[src/rtl/hack_spi_sram_pkg.sv]
// hack_spi_sram_pkg: SRAM opcodes, frame size and controller states shared by
// the SPI SRAM arbiter and its shifter.
package hack_spi_sram_pkg;
    localparam logic [7:0] SRAM_OP_READ  = 8'h03;
    localparam logic [7:0] SRAM_OP_WRITE = 8'h02;
    localparam int FRAME_BITS   = 48;
    localparam int SHIFT_CYCLES = 2 * FRAME_BITS;
    typedef enum logic [2:0] {
        ST_IDLE,
        ST_SETUP,
        ST_SHIFT,
        ST_HOLD,
        ST_DESEL
    } sram_state_t;
endpackage

[src/rtl/hack_spi_sram_shifter.sv]
// hack_spi_sram_shifter: serialises one 48-bit frame MSB first at clock/2 on
// sck/mosi and collects the trailing 16 miso samples as the read word.
module hack_spi_sram_shifter
    import hack_spi_sram_pkg::*;
(
    input  logic                  clk_i,
    input  logic                  rst_i,
    input  logic                  load_i,
    input  logic [FRAME_BITS-1:0] frame_i,
    input  logic                  en_i,
    input  logic                  miso_i,
    output logic                  sck_o,
    output logic                  mosi_o,
    output logic                  done_o,
    output logic [15:0]           rx_o
);
    logic [FRAME_BITS-1:0] tx_q, tx_d;
    logic [15:0]           rx_q, rx_d;
    logic [6:0]            cnt_q, cnt_d;
    logic                  high;

    // odd counts are the sck-high phase; its closing edge samples miso and advances the frame
    assign high = en_i & cnt_q[0];

    always_comb begin
        cnt_d = load_i ? 7'd0 : en_i ? cnt_q + 7'd1 : cnt_q;
        tx_d  = load_i ? frame_i : high ? {tx_q[FRAME_BITS-2:0], 1'b0} : tx_q;
        rx_d  = high ? {rx_q[14:0], miso_i} : rx_q;
    end

    always_ff @(posedge clk_i) begin
        if (rst_i) begin
            cnt_q <= '0;
            tx_q  <= '0;
            rx_q  <= '0;
        end else begin
            cnt_q <= cnt_d;
            tx_q  <= tx_d;
            rx_q  <= rx_d;
        end
    end

    assign sck_o  = high;
    assign mosi_o = en_i & tx_q[FRAME_BITS-1];
    assign done_o = en_i & (cnt_q == 7'(SHIFT_CYCLES - 1));
    assign rx_o   = rx_q;
endmodule

[src/rtl/hack_spi_sram_arbiter.sv]
// hack_spi_sram_arbiter: shares one 23LC1024 SPI SRAM between two Hack word ports.
// HACK_SPI_ARB_RR_EN selects round-robin arbitration; otherwise port 0 has fixed priority.
module hack_spi_sram_arbiter
    import hack_spi_sram_pkg::*;
#(
    parameter int ADDR_W       = 16,
    parameter int DESEL_CYCLES = 2
) (
    input  logic              clock,
    input  logic              reset,
    input  logic              req0,
    input  logic              req1,
    input  logic              we0,
    input  logic              we1,
    input  logic [ADDR_W-1:0] addr0,
    input  logic [ADDR_W-1:0] addr1,
    input  logic [15:0]       wdata0,
    input  logic [15:0]       wdata1,
    output logic              ack0,
    output logic              ack1,
    output logic [15:0]       rdata,
    output logic              busy,
    output logic              sram_cs_n,
    output logic              sram_sck,
    output logic              sram_mosi,
    input  logic              sram_miso,
    output logic              sram_hold_n
);
    localparam int DW = $clog2(DESEL_CYCLES + 1);

    sram_state_t           state_q, state_d;
    logic                  gnt_q, we_q, sel, grant, ack_first, we_s, done;
    logic [DW-1:0]         dcnt_q, dcnt_d;
    logic [15:0]           rdata_q, rdata_d, rx, wdata_s;
    logic [ADDR_W-1:0]     addr_s;
    logic [23:0]           baddr;
    logic [FRAME_BITS-1:0] frame;

    assign grant = (state_q == ST_IDLE) & (req0 | req1);

`ifdef HACK_SPI_ARB_RR_EN
    logic ptr_q;
    // ptr_q names the port preferred on a tie: always the one not granted last
    assign sel = (req0 & req1) ? ptr_q : req1;
    always_ff @(posedge clock) begin
        if (reset)
            ptr_q <= 1'b0;
        else if (grant)
            ptr_q <= ~sel;
    end
`else
    assign sel = ~req0;
`endif

    assign we_s    = sel ? we1 : we0;
    assign addr_s  = sel ? addr1 : addr0;
    assign wdata_s = sel ? wdata1 : wdata0;
    assign baddr   = {{(23-ADDR_W){1'b0}}, addr_s, 1'b0};
    assign frame   = {we_s ? SRAM_OP_WRITE : SRAM_OP_READ, baddr, we_s ? wdata_s : 16'h0};

    always_ff @(posedge clock) begin
        if (reset) begin
            state_q <= ST_IDLE;
            gnt_q   <= 1'b0;
            we_q    <= 1'b0;
            dcnt_q  <= '0;
            rdata_q <= '0;
        end else begin
            state_q <= state_d;
            dcnt_q  <= dcnt_d;
            rdata_q <= rdata_d;
            if (grant) begin
                gnt_q <= sel;
                we_q  <= we_s;
            end
        end
    end

    always_comb begin
        state_d = state_q;
        case (state_q)
            ST_IDLE:  state_d = grant ? ST_SETUP : ST_IDLE;
            ST_SETUP: state_d = ST_SHIFT;
            ST_SHIFT: state_d = done ? ST_HOLD : ST_SHIFT;
            ST_HOLD:  state_d = ST_DESEL;
            ST_DESEL: state_d = (dcnt_q == DW'(DESEL_CYCLES - 1)) ? ST_IDLE : ST_DESEL;
            default:  state_d = ST_IDLE;
        endcase
        dcnt_d  = (state_q == ST_DESEL) ? dcnt_q + DW'(1) : '0;
        rdata_d = (state_q == ST_HOLD && !we_q) ? rx : rdata_q;
    end

    always_comb begin
        ack_first = (state_q == ST_DESEL) && (dcnt_q == '0);
        ack0      = ack_first & ~gnt_q;
        ack1      = ack_first & gnt_q;
        busy      = state_q != ST_IDLE;
        sram_cs_n = (state_q == ST_IDLE) || (state_q == ST_DESEL);
    end

    assign rdata       = rdata_q;
    assign sram_hold_n = 1'b1;

    hack_spi_sram_shifter u_shifter (
        .clk_i   (clock),
        .rst_i   (reset),
        .load_i  (grant),
        .frame_i (frame),
        .en_i    (state_q == ST_SHIFT),
        .miso_i  (sram_miso),
        .sck_o   (sram_sck),
        .mosi_o  (sram_mosi),
        .done_o  (done),
        .rx_o    (rx)
    );
endmodule

[config.mk]
export PLATFORM = sky130hd
export DESIGN_NAME = hack_spi_sram_arbiter
export DESIGN_NICKNAME = d
export VERILOG_FILES = /design/src/rtl/hack_spi_sram_pkg.sv /design/src/rtl/hack_spi_sram_shifter.sv /design/src/rtl/hack_spi_sram_arbiter.sv
export SDC_FILE = /design/constraint.sdc
export NUM_CORES = 1
export LEC_CHECK = 0
export CAP_MARGIN = 20
export CORE_MARGIN = 5
export CORE_UTILIZATION = 49
export CTS_CLUSTER_SIZE = 10
export DETAILED_ROUTE_END_ITERATION = 8
export PLACE_DENSITY_LB_ADDON = 0.2
export REMOVE_ABC_BUFFERS = 1
export SLEW_MARGIN = 25
export SYNTH_ARGS = -nofsm -noshare
export SYNTH_HDL_FRONTEND = slang
export SYNTH_SLANG_ARGS = --single-unit
[constraint.sdc]
create_clock -name clock -period 1.9 [get_ports clock]
set_input_delay 0.38 -clock clock [delete_from_list [all_inputs] [get_ports clock]]
set_output_delay 0.38 -clock clock [all_outputs]
set_load 0.01 [all_outputs]
Yosys cells after proc, flatten, opt, wreduce, memory -nomap -nowiden

Index checks and enable logic that the tools add are counted.

Register bits after elaboration: 94
Latch bits: 0
Memory bits (writable): 0
ROM bits: 0
Output and inout bits: 23
Memories: 0

Add/sub/neg operators: 2
Multiply operators: 0
Div/mod/pow operators: 0
Order comparisons: 0
Equal/unequal tests: 6
Shift-type cells: 0
Multiplexer cells: 11
Bitwise logic cells: 10
Reductions and logical operators: 10

Operators by type and width:

| kind                                          | count |
|---|---|
| two-way mux 48 bit                            | 2 |
| two-way mux 16 bit                            | 3 |
| case mux 3 bit (5 select lines)               | 1 |
| adder 7 x 1 -> 7 bit, second input constant   | 1 |
| == test 7 bit, second input constant          | 1 |
| AND 1 bit                                     | 6 |
| == test 3 x 2 -> 1 bit, second input constant | 2 |
| two-way mux 1 bit                             | 4 |
| OR reduction 2 bit                            | 2 |
| == test 3 x 1 -> 1 bit, second input constant | 1 |
| == test 3 bit, second input constant          | 1 |
| zero test 3 bit                               | 1 |
| two-way mux 3 bit                             | 1 |
| inverter 1 bit                                | 3 |
| nonzero test 3 bit                            | 1 |
| adder 2 x 1 -> 2 bit, second input constant   | 1 |
| == test 2 x 1 -> 1 bit, second input constant | 1 |
| logical AND 1 bit                             | 2 |
| zero test 2 bit                               | 1 |
| nonzero test 2 bit                            | 1 |
| zero test 1 bit                               | 1 |
| logical OR 1 bit                              | 1 |
| OR 1 bit                                      | 1 |

Logic depth before layout (Yosys ltp)

Gate-level depths: netlist of the first run.

Depth in word-level cells: 4
Depth in mapped cells: 7
Depth with buffers taken out: 6

Cells and area by module

A second synthesis of the first run with hierarchy kept.

Cells, all modules: 543
Area total of the unflattened synthesis: 4555.6 µm²

Modules (own cells, without submodules):

| module                | instances | cells an instance | area each (µm²) |
|---|---|---|---|
| hack_spi_sram_shifter | 1         | 376               | 3190.6 |
| hack_spi_sram_arbiter | 1         | 167               | 1365.1 |

Least setup slack after synthesis of the first run

No wires, ideal clock.

Kind: reg-to-output
Start: register state_q[1]
End: output sram_sck
Data arrival time: 1.286 ns
Required time: 1.520 ns
Path slack: 0.234 ns
Stages on the path, launching flop included: 6
Path buffers: 2
Path through: dfxtp_1 -> nor3b_4 -> nand2_4 -> inv_2 -> buf_4 -> buf_4

Word-level cells in the longest chain between the ends: 2

Ends and longest elaborated chain:

| item                   | line                         | RTL |
|---|---|---|
| start, declared        | hack_spi_sram_arbiter.sv:31  | `sram_state_t state_q, state_d;` |
| start signal, assigned | hack_spi_sram_arbiter.sv:69  | `state_q <= state_d;` |
| == test 3 x 2 -> 1 bit | hack_spi_sram_arbiter.sv:109 | `.en_i (state_q == ST_SHIFT),` |
| AND 1 bit              | hack_spi_sram_shifter.sv:23  | `assign high = en_i & cnt_q[0];` |
| end, declared          | hack_spi_sram_arbiter.sv:24  | `output logic sram_sck,` |

No other way between the ends.

Final worst setup path of the first run

Start: register dcnt_q[0]
End: output ack1

Word-level cells in the longest chain between the ends: 3

Ends and longest elaborated chain:

| item                   | line                        | RTL |
|---|---|---|
| start, declared        | hack_spi_sram_arbiter.sv:33 | `logic [DW-1:0] dcnt_q, dcnt_d;` |
| start signal, assigned | hack_spi_sram_arbiter.sv:70 | `dcnt_q <= dcnt_d;` |
| zero test 2 bit        | hack_spi_sram_arbiter.sv:94 | `ack_first = (state_q == ST_DESEL) && (dcnt_q == '0);` |
| logical AND 1 bit      | hack_spi_sram_arbiter.sv:94 |  |
| AND 1 bit              | hack_spi_sram_arbiter.sv:96 | `ack1 = ack_first & gnt_q;` |
| end, declared          | hack_spi_sram_arbiter.sv:20 | `output logic ack1,` |

No other way between the ends.

==> results.txt, run 1 <==
status: finished, final reports clean
pwr/cell area: 840.9 mW/mm^2
crit-path max FO: 3
largest net degree at the start of global routing: 67
antenna-violating nets left: 0
post-synthesis sequential area ratio: 47.96%
Clock Pin Slew Worst Setup and Hold Paths: 0.09 ns
final core occ: 67.49%
die width: 99.49 um
routability cong.: 0.7690
crit path launch: dcnt_q[0]$_SDFF_PP0_
DRC Markers: 0
cell taking the most area after synthesis: dfxtp_1
area delta synth->final: 33.61%
most common cell after layout, fill and taps aside: nand2_1
Synth Warn #: 0
Worst EP arrival: 1.43 ns
Fin Clk Skew: 0.01491 ns
maximum vdd drop: 0.4512 mV
vias per cell: 5.371
top post-synthesis cells by area: dfxtp_1 (48%), nand2_1 (14%), a21oi_1 (7.5%)
# diodes: 0
CTS Buf Count: 9
GRT Total Usage: 18.28%
max-slew violations: 0
Final Instance Area: 0.005243 sq mm
Nets: 639
Port-buffer cells: 92
Root Buffer: clkbuf_8
worst setup path endpoint: ack1
setup violators final: 0
Avg Cell Area, Syn: 8.295 sq um
RSZ-0062 raised after global routing: no
most frequent cells in the layout: nand2_1 (151), dfxtp_1 (93), clkdlybuf4s50_1 (85)
post-synthesis instance total: 473
post-DP HPWL: 6282 um
Critical Path Source Type: register
Max Cap Violations: 0
vias in the first global route: 3479
worst reg-to-reg path cell count: 7
R2R setup slack: 0.18 ns
Distinct cells, synth: 39
# hold bufs at CTS: 0
Routed wire per std cell: 13.49 um
Final Instance Count excl. Fillers: 672
Yosys reg bits: 94
crit path max-delay cell type: dfxtp_1
Leak: 1.836 nW
Die Span Y: 99.49 um
Worst Hold Class: primary input to register
Max clock buf depth: 2
initial antenna violation count: 0
Worst R2R Start: state_q[0]$_SDFF_PP0_
Reg2Reg Capture Point: u_shifter.tx_q[12]$_SDFFE_PP0P_
CP Data Required Time: 1.52 ns
CP cell instances: inv_1 > ha_1 > and4_1 > dlygate4sd2_1
# clock sinks: 94
dpl cell area: 0.005045 sq mm
Starting Density: 50.52%
first-pass GRT wire length: 15060 um
Worst-Margin Slew: 0.5610 ns
routed wire length: 9063 um
min cycle time layout: 1.805 ns
post-synth top area share: 47.96%
Core Rows: 32
CTS tree: done
GRT overflow: 0
via count: 3609
core area: 0.007767 sq mm
highest clock rate: 0.5540 GHz
clock latency on the worst-skew pair: 0.36 ns
first-iteration detailed-routing DRC count: 114
Mapped Area: 0.003924 sq mm
# IOs: 94
share of cells above drive strength 1: 11.40%
dpl cells: 654
Initial DRT Pass Iterations: 4
slew margin rel.: 62.60%
Fin. Hold Viols: 0
Die ar.: 0.009897 sq mm
Crit. End Element: output port
critical path type: register to output port
H-tree depth: 3
CP peak stage delay: 0.37 ns
depth of the worst hold-timing path: 2
Final Cycle Share: 95.00%
## sequential cells by signal, indices dropped and copies added (netlist names)
register and count:
dcnt_q 2, gnt_q 1, we_q 1, u_shifter.rx_o 16, u_shifter.cnt_q 7, rdata 16
state_q 3, u_shifter.tx_q 48
## logic make-up (layout without fill, tap and decap cells)
family | after synthesis | in the layout | share of synthesized area (%)
AND/OR/NAND/NOR | 194 | 194 | 21.01
XOR/XNOR | 7 | 7 | 1.563
AO/OA/AOI/OAI | 119 | 119 | 20.22
buffers and inverters | 44 | 141 | 5.070
multiplexers | 11 | 11 | 3.125
other | 1 | 1 | 0.09557
flip-flops | 94 | 94 | 47.96
adder cells (fa/ha/maj) | 3 | 3 | 0.9567
## metal layers
layer  vias up  global-route usage, %  routed length, um
met5         -                      0                  0
met4         0                  6.197                 79
met3         7                  4.348                498
met2        89                  31.25               4432
met1      1685                  22.57               4054
li1       1828                      -                  -
## worst max-delay path: cells and delay by family, from the launching register on
family / cells / cell delay, ns
and+or+nand+nor: 1 / 0.18
DFF: 1 / 0.37
adders and majority gates: 1 / 0.20
buffers and inverters: 2 / 0.33
## worst min path at each step
| stage | from | end | slack (ns) |
|---|---|---|---|
| after floorplan | u_shifter.rx_o[15]$_SDFFE_PP0P_ | rdata[15]$_SDFFE_PP0P_ | 0.43 |
| after global placement | dcnt_q[0]$_SDFF_PP0_ | dcnt_q[0]$_SDFF_PP0_ | 0.44 |
| after detailed placement | rdata[14]$_SDFFE_PP0P_ | rdata[14]$_SDFFE_PP0P_ | 0.45 |
| after CTS | reset | u_shifter.tx_q[21]$_SDFFE_PP0P_ | 0.26 |
| after global routing | reset | u_shifter.tx_q[21]$_SDFFE_PP0P_ | 0.26 |
| final | reset | u_shifter.tx_q[21]$_SDFFE_PP0P_ | 0.27 |
## power by group
part           leakage (nW)  switching [mW]  internal [mW]
logic                 0.980           0.458          0.516
registers             0.766          0.0913           2.12
clock network        0.0906           0.727          0.492
total                  1.84            1.28           3.13
## per-stage QoR
step	hold WS, ns	power (mW)	setup WS [ns]	setup TNS [ns]
2_1_floorplan	0.4260	2.695	-0.3681	-19.62
3_3_place_gp	0.4363	3.172	0.001377	0
3_5_place_dp	0.4456	3.209	-0.1025	-0.9976
4_1_cts	0.2602	4.420	-0.1861	-0.1861
5_1_grt	0.2623	4.642	0.01160	0
6_report	0.2673	4.409	0.09496	0
## cell type report
class,instances,area [sq um]
Clock buffer,9,123.9
Clock inverter,7,56.30
Tap cell,102,127.6
Fill cell,678,2525
Timing Repair Buffer,120,1181
Inverter,5,18.77
Sequential cell,94,1883
Multi-Input combinational cell,335,1852
## cells in the mapped netlist (all sizes together)
cell type,number
buf,14
o21a,1
and3,1
ha,3
a211oi,9
nand2,152
and4,1
conb,1
xnor2,2
a221oi,16
nor2,13
a311oi,21
dfxtp,94
nand3,3
a22o,1
nor3b,3
nor2b,8
inv,5
xor2,5
nand3b,1
nand4,3
a31oi,1
nand2b,1
or2,2
a21oi,60
nor3,3
clkbuf,25
and2,3
a22oi,10
mux2,10
mux2i,1
## what timing repair did
action / 4_1_cts / 5_1_grt
setup buffers: 1 / 1
endpoints found under the setup margin: 6 / 4
pin swaps: 1 / 1
gates resized for setup: 8 / 3
cloned: 0 / 0
Power figures use the tool's default switching activity.
==> inputs of run 2 (changes only) <==
--- a/config.mk
+++ b/config.mk
@@ -7,7 +7,7 @@
 export LEC_CHECK = 0
 export CAP_MARGIN = 20
 export CORE_MARGIN = 5
-export CORE_UTILIZATION = 49
+export CORE_UTILIZATION = 53
 export CTS_CLUSTER_SIZE = 10
 export DETAILED_ROUTE_END_ITERATION = 8
 export PLACE_DENSITY_LB_ADDON = 0.2
==> constraint.sdc (replaced) <==
create_clock -name clock -period 2.25 [get_ports clock]
set_input_delay 0.45 -clock clock [delete_from_list [all_inputs] [get_ports clock]]
set_output_delay 0.45 -clock clock [all_outputs]
set_load 0.01 [all_outputs]
==> run 2 against run 1 <==
Net effect: first-iteration DRC count grew 32%; critical endpoint unchanged; clock skew shrank 0.0041 ns; highest routed layer unchanged; critical path depth stayed put; worst hold slack improved by 0.18 ns; sequential share of layout area is 0.24 points higher.
==> results.txt, run 2 (synthesized netlist as in run 1, its figures left out) <==
clock latency on the worst-skew pair: 0.35 ns (was 0.36 ns)
Worst-Margin Slew: 0.6203 ns (was 0.5610 ns)
routability cong.: 0.7650 (was 0.7690)
most frequent cells in the layout: nand2_1 (151), dfxtp_1 (92), clkdlybuf4s50_1 (89) (was nand2_1 (151), dfxtp_1 (93), clkdlybuf4s50_1 (85))
share of cells above drive strength 1: 9.319% (was 11.40%)
M3 GR Usage: 4.066% (was 4.348%)
crit-path max FO: 5 (was 3)
largest net degree at the start of global routing: 67 (unchanged)
met1 Use GR: 24.72% (was 22.57%)
RSZ-0062 raised after global routing: no (unchanged)
fill cell count: 568 (was 678)
GRT overflow: 0 (unchanged)
CP Data Required Time: 1.80 ns (was 1.52 ns)
status: finished, final reports clean (unchanged)
highest clock rate: 0.4639 GHz
setup violators final: 0 (unchanged)
final setup margin: 0.09424 ns (was 0.09496 ns)
Fin Clk Skew: 0.01085 ns (was 0.01491 ns)
CTS tree: done (unchanged)
slew margin rel.: 58.65% (was 62.60%)
first-pass GRT wire length: 14630 um (was 15060 um)
GRT Total Usage: 19.76% (was 18.28%)
CTS Buf Count: 9 (unchanged)
maximum vdd drop: 0.4532 mV (was 0.4512 mV)
Max clock buf depth: 2 (unchanged)
first-iteration detailed-routing DRC count: 150 (was 114)
H-tree depth: 3 (unchanged)
Fin. Hold Viols: 0 (unchanged)
CP cell instances: nor2_1 > buf_4 > and4_1 > clkdlybuf4s50_1 (was inv_1 > ha_1 > and4_1 > dlygate4sd2_1)
critical path type: register to output port (unchanged)
die width: 96.04 um (was 99.49 um)
M2 GR Usage: 33.99% (was 31.25%)
total power: 4.045 mW (was 4.409 mW)
DRC Markers: 0 (unchanged)
Nets: 627 (was 639)
CP peak stage delay: 0.53 ns (was 0.37 ns)
antenna-violating nets left: 0 (unchanged)
pwr/cell area: 776.2 mW/mm^2 (was 840.9 mW/mm^2)
via count: 3577 (was 3609)
Clock Pin Slew Worst Setup and Hold Paths: 0.09 ns (about the same)
core area: 0.007214 sq mm (was 0.007767 sq mm)
Port-buffer cells: 92 (unchanged)
Most Crowded Layer GR: met2 (unchanged)
Leak: 1.807 nW (was 1.836 nW)
routed wire length: 8641 um (was 9063 um)
Critical Path Source Type: register (unchanged)
Die ar.: 0.009224 sq mm (was 0.009897 sq mm)
Max Cap Violations: 0 (unchanged)
DP Worst Slack: 0.05060 ns (was -0.1025 ns)
final core occ: 72.23% (was 67.49%)
Routed wire per std cell: 13.15 um (was 13.49 um)
area delta synth->final: 32.81% (was 33.61%)
vias per cell: 5.444 (was 5.371)
Crit. End Element: output port (unchanged)
Crit path max-delay family: buffers and inverters (was flip-flops)
Largest register FFs: 48 (unchanged)
dpl cells: 640 (was 654)
min cycle time layout: 2.156 ns
Final Instance Count excl. Fillers: 657 (was 672)
footprint of the multi-input gates: 0.001843 sq mm (was 0.001852 sq mm)
Worst EP arrival: 1.71 ns (was 1.43 ns)
Largest Register: u_shifter.tx_q (unchanged)
post-DP HPWL: 5734 um (was 6282 um)
Final Cycle Share: 95.81%
Die Span Y: 96.04 um (was 99.49 um)
Register Area: 0.001884 sq mm (was 0.001883 sq mm)
Bufs and invs on worst path: 2 (unchanged)
# clock sinks: 94 (unchanged)
max-slew violations: 0 (unchanged)
# diodes: 0 (unchanged)
crit path max-delay cell type: clkdlybuf4s50_1 (was dfxtp_1)
Initial DRT Pass Iterations: 4 (unchanged)
vias in the first global route: 3396 (was 3479)
initial antenna violation count: 0 (unchanged)
Worst Hold Class: register to register (was primary input to register)
Root Buffer: clkbuf_8 (unchanged)
Starting Density: 54.39% (was 50.52%)
Core Rows: 31 (was 32)
most common cell after layout, fill and taps aside: nand2_1 (unchanged)
# IOs: 94 (unchanged)
run 2: cell types whose count changed in the layout (fill, tap and decap cells not counted), sizes merged:
cell           before  now
buf                29   17
bufinv              0    4
clkdlybuf4s50      85   89
dlygate4sd2         4    1
clkinv              3    1
clkbuf             10    9
clkinvlp            1    0
inv                 8    7
run 2: area by class of cell:
class                           instances  share of cell area (%)
Multi-Input combinational cell        335                   35.37
Clock inverter                          7                   2.737
Sequential cell                        94                   36.16
Clock buffer                            9                   2.377
Timing Repair Buffer                  108                   20.62
Inverter                                5                  0.3601
Tap cell                               99                   2.377
run 2: worst reg2reg max path, delay by kind of cell (launching register included):
family                 cells  cell delay, ns
buffers and inverters      2            0.61
AOI/OAI and AO/OA          1            0.31
and+or+nand+nor            3            0.30
DFF                        1            0.50
run 2: stage by stage:
step	hold WS, ns	area [sq um]	TNS (ns)
after floorplan	0.4260	3744	-1.541
after global placement	0.4372	4933	0
after detailed placement	0.4459	4933	0
after CTS	0.4496	5200	0
after global routing	0.4582	5211	0
final	0.4512	5211	0
run 2: path summary, 6_finish.rpt:
path                                                       from                               to  slack (ns)  cells past startpoint
worst max-delay path                      state_q[0]$_SDFF_PP0_                             ack1        0.09                      4
worst min-delay path            u_shifter.tx_q[33]$_SDFFE_PP0P_  u_shifter.tx_q[34]$_SDFFE_PP0P_        0.45                      2
worst max register to register            state_q[2]$_SDFF_PP0_   u_shifter.tx_q[8]$_SDFFE_PP0P_        0.45                      6
worst min register to register  u_shifter.tx_q[33]$_SDFFE_PP0P_  u_shifter.tx_q[34]$_SDFFE_PP0P_        0.45                      2
run 2: power by group:
part	switching, mW	total [mW]	leakage, nW	internal (mW)
Sequential	0.0807	1.88	0.766	1.79
Combinational	0.356	0.732	0.907	0.376
Clock	0.582	1.44	0.134	0.856
run 2: layer usage:
layer | wire length (um) | part of all wire (%) | up-vias
met5 | 0 | 0 | -
li1 | - | - | 1796
met2 | 4202 | 49 | 115
met1 | 3771 | 44 | 1656
met3 | 558 | 6.5 | 10
met4 | 109 | 1.3 | 0
run 2: repair_timing:
action                     CTS  global route
pin swaps                    0             1
buffers inserted             0             1
hold buffers                 0             0
gates resized for setup      2             2
gates cloned                 0             0
setup endpoints to repair    2             3
